==> src/rtl/tlul_traffic_master.sv <==
// TL-UL traffic generator and response checker.
// Issues a programmed run of Get / PutFullData requests using up to 2**SRC_WIDTH
// source IDs in flight, and checks every D-channel response against what was
// recorded when the matching request was accepted.
module tlul_traffic_master #(
  parameter int DATA_WIDTH   = 32,
  parameter int ADDR_WIDTH   = 32,
  parameter int SIZE_WIDTH   = 3,
  parameter int SRC_WIDTH    = 2,
  parameter int SINK_WIDTH   = 1,
  parameter int OPCODE_WIDTH = 3,
  parameter int PARAM_WIDTH  = 3,
  parameter int CNT_WIDTH    = 16
) (
  input  logic                      clk_100,
  input  logic                      reset_n,
  input  logic                      start,
  input  logic [CNT_WIDTH-1:0]      cfg_num_txn,
  input  logic [ADDR_WIDTH-1:0]     cfg_base_addr,
  input  logic [ADDR_WIDTH-1:0]     cfg_stride,
  input  logic [1:0]                cfg_mode,
  input  logic [DATA_WIDTH-1:0]     cfg_pattern,
  output logic                      busy,
  output logic                      done,
  output logic [CNT_WIDTH-1:0]      resp_count,
  output logic [CNT_WIDTH-1:0]      err_count,
  output logic                      a_valid,
  input  logic                      a_ready,
  output logic [OPCODE_WIDTH-1:0]   a_opcode,
  output logic [PARAM_WIDTH-1:0]    a_param,
  output logic [SIZE_WIDTH-1:0]     a_size,
  output logic [SRC_WIDTH-1:0]      a_source,
  output logic [ADDR_WIDTH-1:0]     a_address,
  output logic [DATA_WIDTH/8-1:0]   a_mask,
  output logic [DATA_WIDTH-1:0]     a_data,
  input  logic                      d_valid,
  output logic                      d_ready,
  input  logic [OPCODE_WIDTH-1:0]   d_opcode,
  input  logic [PARAM_WIDTH-1:0]    d_param,
  input  logic [SIZE_WIDTH-1:0]     d_size,
  input  logic [SRC_WIDTH-1:0]      d_source,
  input  logic [SINK_WIDTH-1:0]     d_sink,
  input  logic [DATA_WIDTH-1:0]     d_data,
  input  logic                      d_error
);

  localparam int MASK_WIDTH = DATA_WIDTH / 8;
  localparam int NSRC       = 1 << SRC_WIDTH;
  localparam logic [OPCODE_WIDTH-1:0] OP_PUT  = OPCODE_WIDTH'(0);
  localparam logic [OPCODE_WIDTH-1:0] OP_GET  = OPCODE_WIDTH'(4);
  localparam logic [OPCODE_WIDTH-1:0] OP_ACK  = OPCODE_WIDTH'(0);
  localparam logic [OPCODE_WIDTH-1:0] OP_ACKD = OPCODE_WIDTH'(1);
  localparam logic [1:0] MODE_PAIR = 2'b10;

  typedef enum logic [1:0] {IDLE, ISSUE, DRAIN, DONE} state_e;

  state_e                          state_q, state_d;
  logic [CNT_WIDTH-1:0]            num_q, num_d, idx_q, idx_d, k_q, k_d;
  logic [CNT_WIDTH-1:0]            resp_q, resp_d, err_q, err_d;
  logic [ADDR_WIDTH-1:0]           addr_q, addr_d, stride_q, stride_d;
  logic [1:0]                      mode_q, mode_d;
  logic [DATA_WIDTH-1:0]           pat_q, pat_d;
  // Per-source table: free flag, Get flag, data-check enable, expected read data
  logic [NSRC-1:0]                 free_q, free_d, get_q, get_d, chk_q, chk_d;
  logic [NSRC-1:0][DATA_WIDTH-1:0] exp_q, exp_d;
  // Mode-10 pair interlock: Put of the current pair not yet acknowledged
  logic                            pw_q, pw_d;
  logic [SRC_WIDTH-1:0]            pw_src_q, pw_src_d;
  // Registered A channel
  logic                            av_q, av_d;
  logic [OPCODE_WIDTH-1:0]         aop_q, aop_d;
  logic [SIZE_WIDTH-1:0]           asize_q, asize_d;
  logic [SRC_WIDTH-1:0]            asrc_q, asrc_d;
  logic [ADDR_WIDTH-1:0]           aaddr_q, aaddr_d;
  logic [MASK_WIDTH-1:0]           amask_q, amask_d;
  logic [DATA_WIDTH-1:0]           adata_q, adata_d;

  logic                            a_hs, start_acc, d_bad, req_get, sel_found;
  logic [SRC_WIDTH-1:0]            sel_src;
  logic [NSRC-1:0]                 hs_mask, avail;
  logic                            unused_d;

  assign a_hs      = av_q & a_ready;
  assign start_acc = start & ((state_q == IDLE) | (state_q == DONE));
  // The ID being handed over this cycle is no longer a candidate for the next request
  assign hs_mask   = a_hs ? (NSRC'(1) << asrc_q) : '0;
  assign avail     = free_q & ~hs_mask;
  assign unused_d  = ^{d_param, d_size, d_sink};

  // Lowest-numbered free source ID
  always_comb begin
    sel_found = 1'b0;
    sel_src   = '0;
    for (int s = 0; s < NSRC; s++) begin
      if (!sel_found && avail[s]) begin
        sel_found = 1'b1;
        sel_src   = SRC_WIDTH'(s);
      end
    end
  end

  // Next-state: response checking, request issue, run control
  always_comb begin
    state_d  = state_q;
    num_d    = num_q;
    idx_d    = idx_q;
    k_d      = k_q;
    resp_d   = resp_q;
    err_d    = err_q;
    addr_d   = addr_q;
    stride_d = stride_q;
    mode_d   = mode_q;
    pat_d    = pat_q;
    free_d   = free_q;
    get_d    = get_q;
    chk_d    = chk_q;
    exp_d    = exp_q;
    pw_d     = pw_q;
    pw_src_d = pw_src_q;
    av_d     = av_q;
    aop_d    = aop_q;
    asize_d  = asize_q;
    asrc_d   = asrc_q;
    aaddr_d  = aaddr_q;
    amask_d  = amask_q;
    adata_d  = adata_q;
    d_bad    = 1'b0;
    req_get  = 1'b0;

    if (start_acc) begin
      resp_d = '0;
      err_d  = '0;
    end

    // D channel: always accepted; at most one error per response
    if (d_valid) begin
      if (resp_d != '1) resp_d = resp_d + CNT_WIDTH'(1);
      if (free_q[d_source]) begin
        d_bad = 1'b1;
      end else begin
        free_d[d_source] = 1'b1;
        if (get_q[d_source]) begin
          if (d_opcode != OP_ACKD) d_bad = 1'b1;
          if (chk_q[d_source] && (d_data != exp_q[d_source])) d_bad = 1'b1;
        end else if (d_opcode != OP_ACK) begin
          d_bad = 1'b1;
        end
        if (pw_q && (pw_src_q == d_source)) pw_d = 1'b0;
      end
      if (d_error) d_bad = 1'b1;
      if (d_bad && (err_d != '1)) err_d = err_d + CNT_WIDTH'(1);
    end

    // A handshake: claim the ID and record what its response must look like
    if (a_hs) begin
      av_d           = 1'b0;
      free_d[asrc_q] = 1'b0;
      get_d[asrc_q]  = (aop_q == OP_GET);
      chk_d[asrc_q]  = (mode_q == MODE_PAIR) && (aop_q == OP_GET);
      exp_d[asrc_q]  = pat_q ^ DATA_WIDTH'(k_q);
      if ((mode_q == MODE_PAIR) && (aop_q == OP_PUT)) begin
        pw_d     = 1'b1;
        pw_src_d = asrc_q;
      end
      idx_d = idx_q + CNT_WIDTH'(1);
      // Pairs share one address step; it advances after the Get
      if ((mode_q != MODE_PAIR) || idx_q[0]) begin
        k_d    = k_q + CNT_WIDTH'(1);
        addr_d = addr_q + stride_q;
      end
    end

    // Present the next request once the A slot is empty and an ID is free
    req_get = (mode_q == 2'b00) || (mode_q == 2'b11) || ((mode_q == MODE_PAIR) && idx_d[0]);
    if ((state_q == ISSUE) && !av_d && (idx_d != num_q) && sel_found &&
        !((mode_q == MODE_PAIR) && req_get && pw_d)) begin
      av_d    = 1'b1;
      asrc_d  = sel_src;
      aop_d   = req_get ? OP_GET : OP_PUT;
      aaddr_d = addr_d;
      adata_d = req_get ? '0 : (pat_q ^ DATA_WIDTH'(k_d));
      amask_d = '1;
      asize_d = SIZE_WIDTH'($clog2(MASK_WIDTH));
    end

    case (state_q)
      IDLE, DONE: begin
        if (start) begin
          num_d    = cfg_num_txn;
          stride_d = cfg_stride;
          mode_d   = cfg_mode;
          pat_d    = cfg_pattern;
          addr_d   = cfg_base_addr;
          idx_d    = '0;
          k_d      = '0;
          pw_d     = 1'b0;
          state_d  = (cfg_num_txn == '0) ? DONE : ISSUE;
        end
      end
      ISSUE:   if (a_hs && (idx_d == num_q)) state_d = DRAIN;
      DRAIN:   if (&free_q) state_d = DONE;
      default: state_d = IDLE;
    endcase
  end

  // State and datapath registers
  always_ff @(posedge clk_100 or negedge reset_n) begin
    if (!reset_n) begin
      state_q  <= IDLE;
      num_q    <= '0;
      idx_q    <= '0;
      k_q      <= '0;
      resp_q   <= '0;
      err_q    <= '0;
      addr_q   <= '0;
      stride_q <= '0;
      mode_q   <= '0;
      pat_q    <= '0;
      free_q   <= '1;
      get_q    <= '0;
      chk_q    <= '0;
      exp_q    <= '0;
      pw_q     <= 1'b0;
      pw_src_q <= '0;
      av_q     <= 1'b0;
      aop_q    <= '0;
      asize_q  <= '0;
      asrc_q   <= '0;
      aaddr_q  <= '0;
      amask_q  <= '0;
      adata_q  <= '0;
    end else begin
      state_q  <= state_d;
      num_q    <= num_d;
      idx_q    <= idx_d;
      k_q      <= k_d;
      resp_q   <= resp_d;
      err_q    <= err_d;
      addr_q   <= addr_d;
      stride_q <= stride_d;
      mode_q   <= mode_d;
      pat_q    <= pat_d;
      free_q   <= free_d;
      get_q    <= get_d;
      chk_q    <= chk_d;
      exp_q    <= exp_d;
      pw_q     <= pw_d;
      pw_src_q <= pw_src_d;
      av_q     <= av_d;
      aop_q    <= aop_d;
      asize_q  <= asize_d;
      asrc_q   <= asrc_d;
      aaddr_q  <= aaddr_d;
      amask_q  <= amask_d;
      adata_q  <= adata_d;
    end
  end

  assign busy       = (state_q == ISSUE) || (state_q == DRAIN);
  assign done       = (state_q == DONE);
  assign resp_count = resp_q;
  assign err_count  = err_q;
  assign a_valid    = av_q;
  assign a_opcode   = aop_q;
  assign a_param    = '0;
  assign a_size     = asize_q;
  assign a_source   = asrc_q;
  assign a_address  = aaddr_q;
  assign a_mask     = amask_q;
  assign a_data     = adata_q;
  assign d_ready    = 1'b1;

endmodule
==> config.mk <==
export PLATFORM = sky130hd
export DESIGN_NAME = tlul_traffic_master
export DESIGN_NICKNAME = d
export VERILOG_FILES = /design/src/rtl/tlul_traffic_master.sv
export SDC_FILE = /design/constraint.sdc
export NUM_CORES = 1
export LEC_CHECK = 0
export BUFFER_PORTS_ARGS = -buffer_cell sky130_fd_sc_hd__buf_2
export CAP_MARGIN = 40
export CORE_ASPECT_RATIO = 0.6
export CORE_MARGIN = 2
export CORE_UTILIZATION = 43
export CTS_BUF_LIST = sky130_fd_sc_hd__clkbuf_8
export DETAILED_ROUTE_END_ITERATION = 12
export PLACE_DENSITY = 0.72
export SLEW_MARGIN = 25
export SYNTH_ARGS = -nofsm -noshare
export SYNTH_HDL_FRONTEND = slang
export SYNTH_SLANG_ARGS = --single-unit
export TNS_END_PERCENT = 50
==> constraint.sdc <==
create_clock -name clk_100 -period 8.65 [get_ports clk_100]
set_input_delay 0.4325 -clock clk_100 [delete_from_list [all_inputs] [get_ports clk_100]]
set_output_delay 0.4325 -clock clk_100 [all_outputs]
set_load 0.02 [all_outputs]
## After elaboration in Yosys (flattened, before gate mapping)

Cells that the tools add are included.

- Register bits: 395
- Bits in latches: 0
- Bits in writable memories: 0
- Memory bits (read-only): 0
- Input bits: 164
- Output and inout bits: 115
- Logic and storage cells: 168
- Memories: 0

- $add $sub $neg: 5
- $mul: 0
- Divide/modulo/power cells: 0
- $lt $le $gt $ge: 4
- Eq/ne operators: 17
- Shifts and indexed selects: 1
- Mux-type cells: 68
- Bitwise gates (word level): 10
- Reduce and logical (&&, ||, !) cells: 37

Operators by type and width:

| cell | number |
|---|---|
| 2-to-1 mux 32 bit | 7 |
| 2-to-1 mux 16 bit | 13 |
| bitwise mux 128 bit | 1 |
| adder 16 x 1 -> 16 bit, second input constant | 4 |
| binary-select mux 32 bit (select 2 bit) | 1 |
| demux 32 bit (select 2 bit) | 1 |
| bitwise XOR 32 x 16 -> 32 bit | 2 |
| adder 32 bit | 1 |
| inequality test 16 bit, second input constant | 2 |
| inequality test 32 bit | 1 |
| 2-to-1 mux 1 bit | 26 |
| logical AND 1 bit | 18 |
| equality test 16 bit | 1 |
| zero test 16 bit | 1 |
| 2-to-1 mux 4 bit | 4 |
| inequality test 16 bit | 1 |
| 2-to-1 mux 2 bit | 6 |
| AND 4 bit | 2 |
| bitwise mux 4 bit | 2 |
| equality test 2 bit, second input constant | 4 |
| NOT 4 bit | 2 |
| binary-select mux 1 bit (select 2 bit) | 3 |
| less-than comparator 2 x 3 -> 1 bit, second input constant | 2 |
| inequality test 2 bit, second input constant | 3 |
| other kinds (22) | 34 |

## Depth between registers and ports, before layout

- Depth in word-level cells: 17
- Mapped depth: 12
- Mapped depth without buffers: 12

## Worst setup path after synthesis

OpenSTA, ideal clock, no wires.

- Path kind: register to register
- From: reg state_q[0]
- To: reg resp_q[9], in the netlist resp_count[9]
- Library setup time: 0.132 ns
- Arrival: 3.036 ns
- Data required time: 8.518 ns
- Path slack: 5.482 ns
- Stages on the path, launching flop included: 13
- Path buffers: 1
- Period minus slack after synthesis: 3.168 ns
- Cell sequence: dfrtp_1 > inv_1 > ha_1 > nand2_1 > clkbuf_1 > and2_1 > ha_1 > nand3_1 > o41ai_1 > nor4_1 > nand4_1 > xor2_1 > nor2_1

- Longest elaborated chain between the ends: 7
- Elaborated cells on any way between the ends: 9
- Classes of those cells: 1 x add/sub; 2 x eq/ne; 3 x mux; 2 x bitwise; 1 x reduce/logical

RTL lines:

| what | RTL line | text |
|---|---|---|
| start, declared | 57 | `state_e state_q, state_d;` |
| start signal, assigned | 233 | `state_q <= state_d;` |
| equality test 2 bit / zero test 2 bit (equally long branches) | 84 | `assign start_acc = start & ((state_q == IDLE) \| (state_q == DONE));` |
| bitwise OR 1 bit (*) | 84 |  |
| AND 1 bit (*) | 84 |  |
| 2-to-1 mux 16 bit (*) | 130 | `if (start_acc) begin` |
| adder 16 x 1 -> 16 bit / inequality test 16 bit (equally long branches) | 137 | `if (resp_d != '1) resp_d = resp_d + CNT_WIDTH'(1);` |
| 2-to-1 mux 16 bit | 137 |  |
| 2-to-1 mux 16 bit (*) | 136 | `if (d_valid) begin` |
| via resp_d[9] | 59 | `logic [CNT_WIDTH-1:0] resp_q, resp_d, err_q, err_d;` |
| end signal, assigned | 237 | `resp_q <= resp_d;` |
| end, declared | 59 |  |

Mark *: on every way through the listed nets, which the timed path passes. The rest lies on a longest branch.
A chain may end at the register's enable or synchronous reset.

## Worst setup path in the final report

- From: reg state_q[0]
- To: reg resp_q[11], in the netlist resp_count[11]

Same word-level chain as after synthesis.

==> impl_metrics.tcl <==
set metrics [dict create \
    cts_buffers 60 \
    tns_ns 0 \
    grt_setup_unrepaired "no" \
    ys_seq_area_share_pct 50.6 \
    grt_usage_pct 22.7 \
    drt_wl_total_mm 53.5 \
    period_minus_slack_ns 4.26 \
    grt_pass1_wl_mm 84.9 \
    path_buf_inv 3 \
    grt_max_degree 155 \
    cp-end-kind "flop" \
    post-route-drc-count 0 \
    max-cap-violations 0 \
    syn-mean-instance-area_um2 9.89 \
    start_util_pct 43.4 \
    ys_ff_latch 392 \
    viasPerCell 5.33 \
    synthCells 1963 \
    rows 60 \
    post_cts_buffers 0 \
    synth_edf_count 0 \
    worst_pin_slew_ns 0.882 \
    vias 15600 \
    layout_common_cells "502 x nand2_1, 388 x dfrtp_1, 263 x buf_2" \
    fmax_ghz 0.235 \
    relSlewSlack_pct 40.8 \
    htree_num_levels 2 \
    hold_viol_final 0 \
    critPathTopFamily "simple AND/OR/NAND/NOR gates" \
    fin_util_pct 52.7 \
    whs_path_depth 3 \
    dp_cells 2730 \
    path_clk_slew_ns 0.06 \
    path_depth 13 \
    die_w_um 278 \
    synth_cell_types 74 \
    grt_pass1_vias 15700 \
    synth_flop_cell "dfrtp_1" \
    fin_cells 2935 \
    drtIter0Drc 1335 \
    synth_warnings 0 \
    hpwl_mm 36.2 \
    placed_area_um2 21300 \
    final_common_cell "nand2_1" \
    crit_chain "inv_1 > ha_1 > nand2_4 > buf_4 > nand2_1 > inv_1 > ha_1 > nand3_1 > o41ai_2 > nor4_1 > nand3_1 > xor2_1 > nor2_1" \
    cts_root_buffer "clkbuf_8" \
    drt-wirelength-per-cell_um 18.2 \
    ios 279 \
    required_ns 9.16 \
    antenna_found_initial 2 \
    crit_fanout 68 \
    port_buffers 263 \
    fin_skew_ns 0.0208 \
    post_cts_resized 0 \
    final-setup-viol-count 0 \
    die_y_um 169 \
    outcome "completed" \
    cts_sinks 392 \
    hold_slack_ns 0.0488 \
    synth_area_um2 19400 \
    power_density_nw_per_um2 364 \
    drv_slew 0 \
    dieArea_um2 46900 \
    p_leak_nw 11.2 \
    final.period_utilization_pct 49.2 \
    synth-async-reset-ratio_pct 100 \
    critPathArrivalTime_ns 4.77 \
    worst_setup_path_start_kind "flop" \
    grt.overflow.total 0 \
    cpMaxStageDelayCell "buf_4" \
    drive_gt1_share_pct 22.2 \
    r2r_cells 13 \
    ant_nets 0 \
    worstSkewPairLatency_ns 0.65 \
    fp.coreArea_um2 44700 \
    clockBufferDepth 3 \
    cts_tree "done" \
    final_area_um2 23600 \
    drt-pass1-iter-count 7 \
    max_stage_delay_ns 0.69 \
    worstSetupPathType "reg -> reg" \
    hp-class "in -> reg" \
    peakVddDrop_v 0.000181 \
    area_growth_pct 21.4 \
    gp_congestion 0.864 \
    layout.nets 2502 \
]
[routing by layer]
| layer | wire length [um] | GRT usage [%] |
|---|---|---|
| met2 | 24400 | 35.7 |
| met5 | 0 | 0 |
| met1 | 24600 | 32.3 |
| met4 | 1320 | 6.44 |
| met3 | 3150 | 4.11 |
[cells in the mapped netlist, drive strengths merged, types with 4 or more instances]
cell / count / area [um2]
or3: 11 / 68.8
o211ai: 4 / 30.0
mux2i: 12 / 120
a211oi: 4 / 30.0
nand3: 42 / 215
a21o: 12 / 90.1
and3: 12 / 75.1
o31ai: 21 / 158
buf: 40 / 216
ha: 40 / 500
or4: 5 / 45.0
xor2: 46 / 403
xnor2: 98 / 858
a31oi: 15 / 93.8
mux4: 35 / 788
o21ai: 134 / 671
nor3: 21 / 105
nand3b: 4 / 30.0
nand2: 503 / 1890
dfrtp: 388 / 9710
nand4: 32 / 200
nor2: 114 / 428
nand2b: 10 / 62.6
or2: 5 / 31.3
nor2b: 9 / 56.3
o21a: 9 / 67.6
nor4: 16 / 115
inv: 28 / 105
clkbuf: 72 / 270
a21oi: 64 / 320
a41oi: 4 / 35.0
and4: 6 / 52.6
o21bai: 7 / 52.6
and2: 11 / 68.8
mux2: 76 / 856
dfstp: 4 / 105
[worst register-to-register path, stage by stage (launching register included)]
cell	delay, ns
dfrtp_1	0.40
inv_1	0.08
ha_1	0.36
nand2_4	0.54
buf_4	0.70
nand2_1	0.22
inv_1	0.13
ha_1	0.19
nand3_1	0.13
o41ai_2	0.66
nor4_1	0.25
nand3_1	0.19
xor2_1	0.20
nor2_1	0.08
[final timing paths]
| kind | startpoint | endpoint | slack [ns] |
|---|---|---|---|
| max | state_q[0]$_DFFE_PN0P_ | resp_count[11]$_DFF_PN0_ | 4.39 |
| min reg2reg | a_data[25]$_DFFE_PN0P_ | a_data[25]$_DFFE_PN0P_ | 0.47 |
| min in group asynchronous | reset_n | a_data[22]$_DFFE_PN0P_ | 0.45 |
| max reg2reg | state_q[0]$_DFFE_PN0P_ | resp_count[11]$_DFF_PN0_ | 4.39 |
| min | cfg_num_txn[10] | num_q[10]$_DFFE_PN0P_ | 0.05 |
| max in group asynchronous | reset_n | a_address[21]$_DFFE_PN0P_ | 6.40 |
[cells by family after synthesis]
family | Yosys count | share of synthesized area [%]
AND/OR/NAND/NOR | 806 | 18.0
flip-flops | 392 | 50.6
AO/OA/AOI/OAI | 312 | 9.75
XOR/XNOR | 147 | 6.85
buffers and inverters | 140 | 3.05
multiplexers | 123 | 9.09
adder cells (fa/ha/maj) | 41 | 2.68
other | 2 | 0.0387
[report_power, final]
part / internal [W] / switching (W) / leakage (nW)
registers: 0.00255 / 0.000504 / 5.00
clock network: 0.000903 / 0.000767 / 0.728
logic: 0.00153 / 0.00232 / 5.47
[timing repair]
action / in CTS / in global routing
hold buffers: 90 / 0
endpoints found under the hold margin: 192 / 0
setup endpoints to repair: 0 / 0
[per-stage QoR]
step	total power, W	setup slack [ns]
after floorplan	0.00569	5.48
after global placement	0.00666	4.13
after detailed placement	0.00687	4.48
after CTS	0.00860	4.46
after global routing	0.00922	4.01
final	0.00857	4.39
[layout make-up]
type                    count  area, um2
fillers                  3891      21100
flip-flops and latches    392       9810
multi-input cells        1437       9080
repair buffers            378       2510
clock buffers              82       1130
well taps                 589        737
clock inverters            26        178
inverters                  28        105
diodes                      3       7.51
[state kept, by name, summed over array words and instances (netlist names), 4 cells and up]
signal      cells
err_count      16
pat_q          32
idx_q          16
k_q            16
exp_q         128
a_data         32
get_q           4
resp_count     16
num_q          16
stride_q       32
addr_q         32
free_q          4
chk_q           4
a_address      32
(Power assumes the default switching activity.)
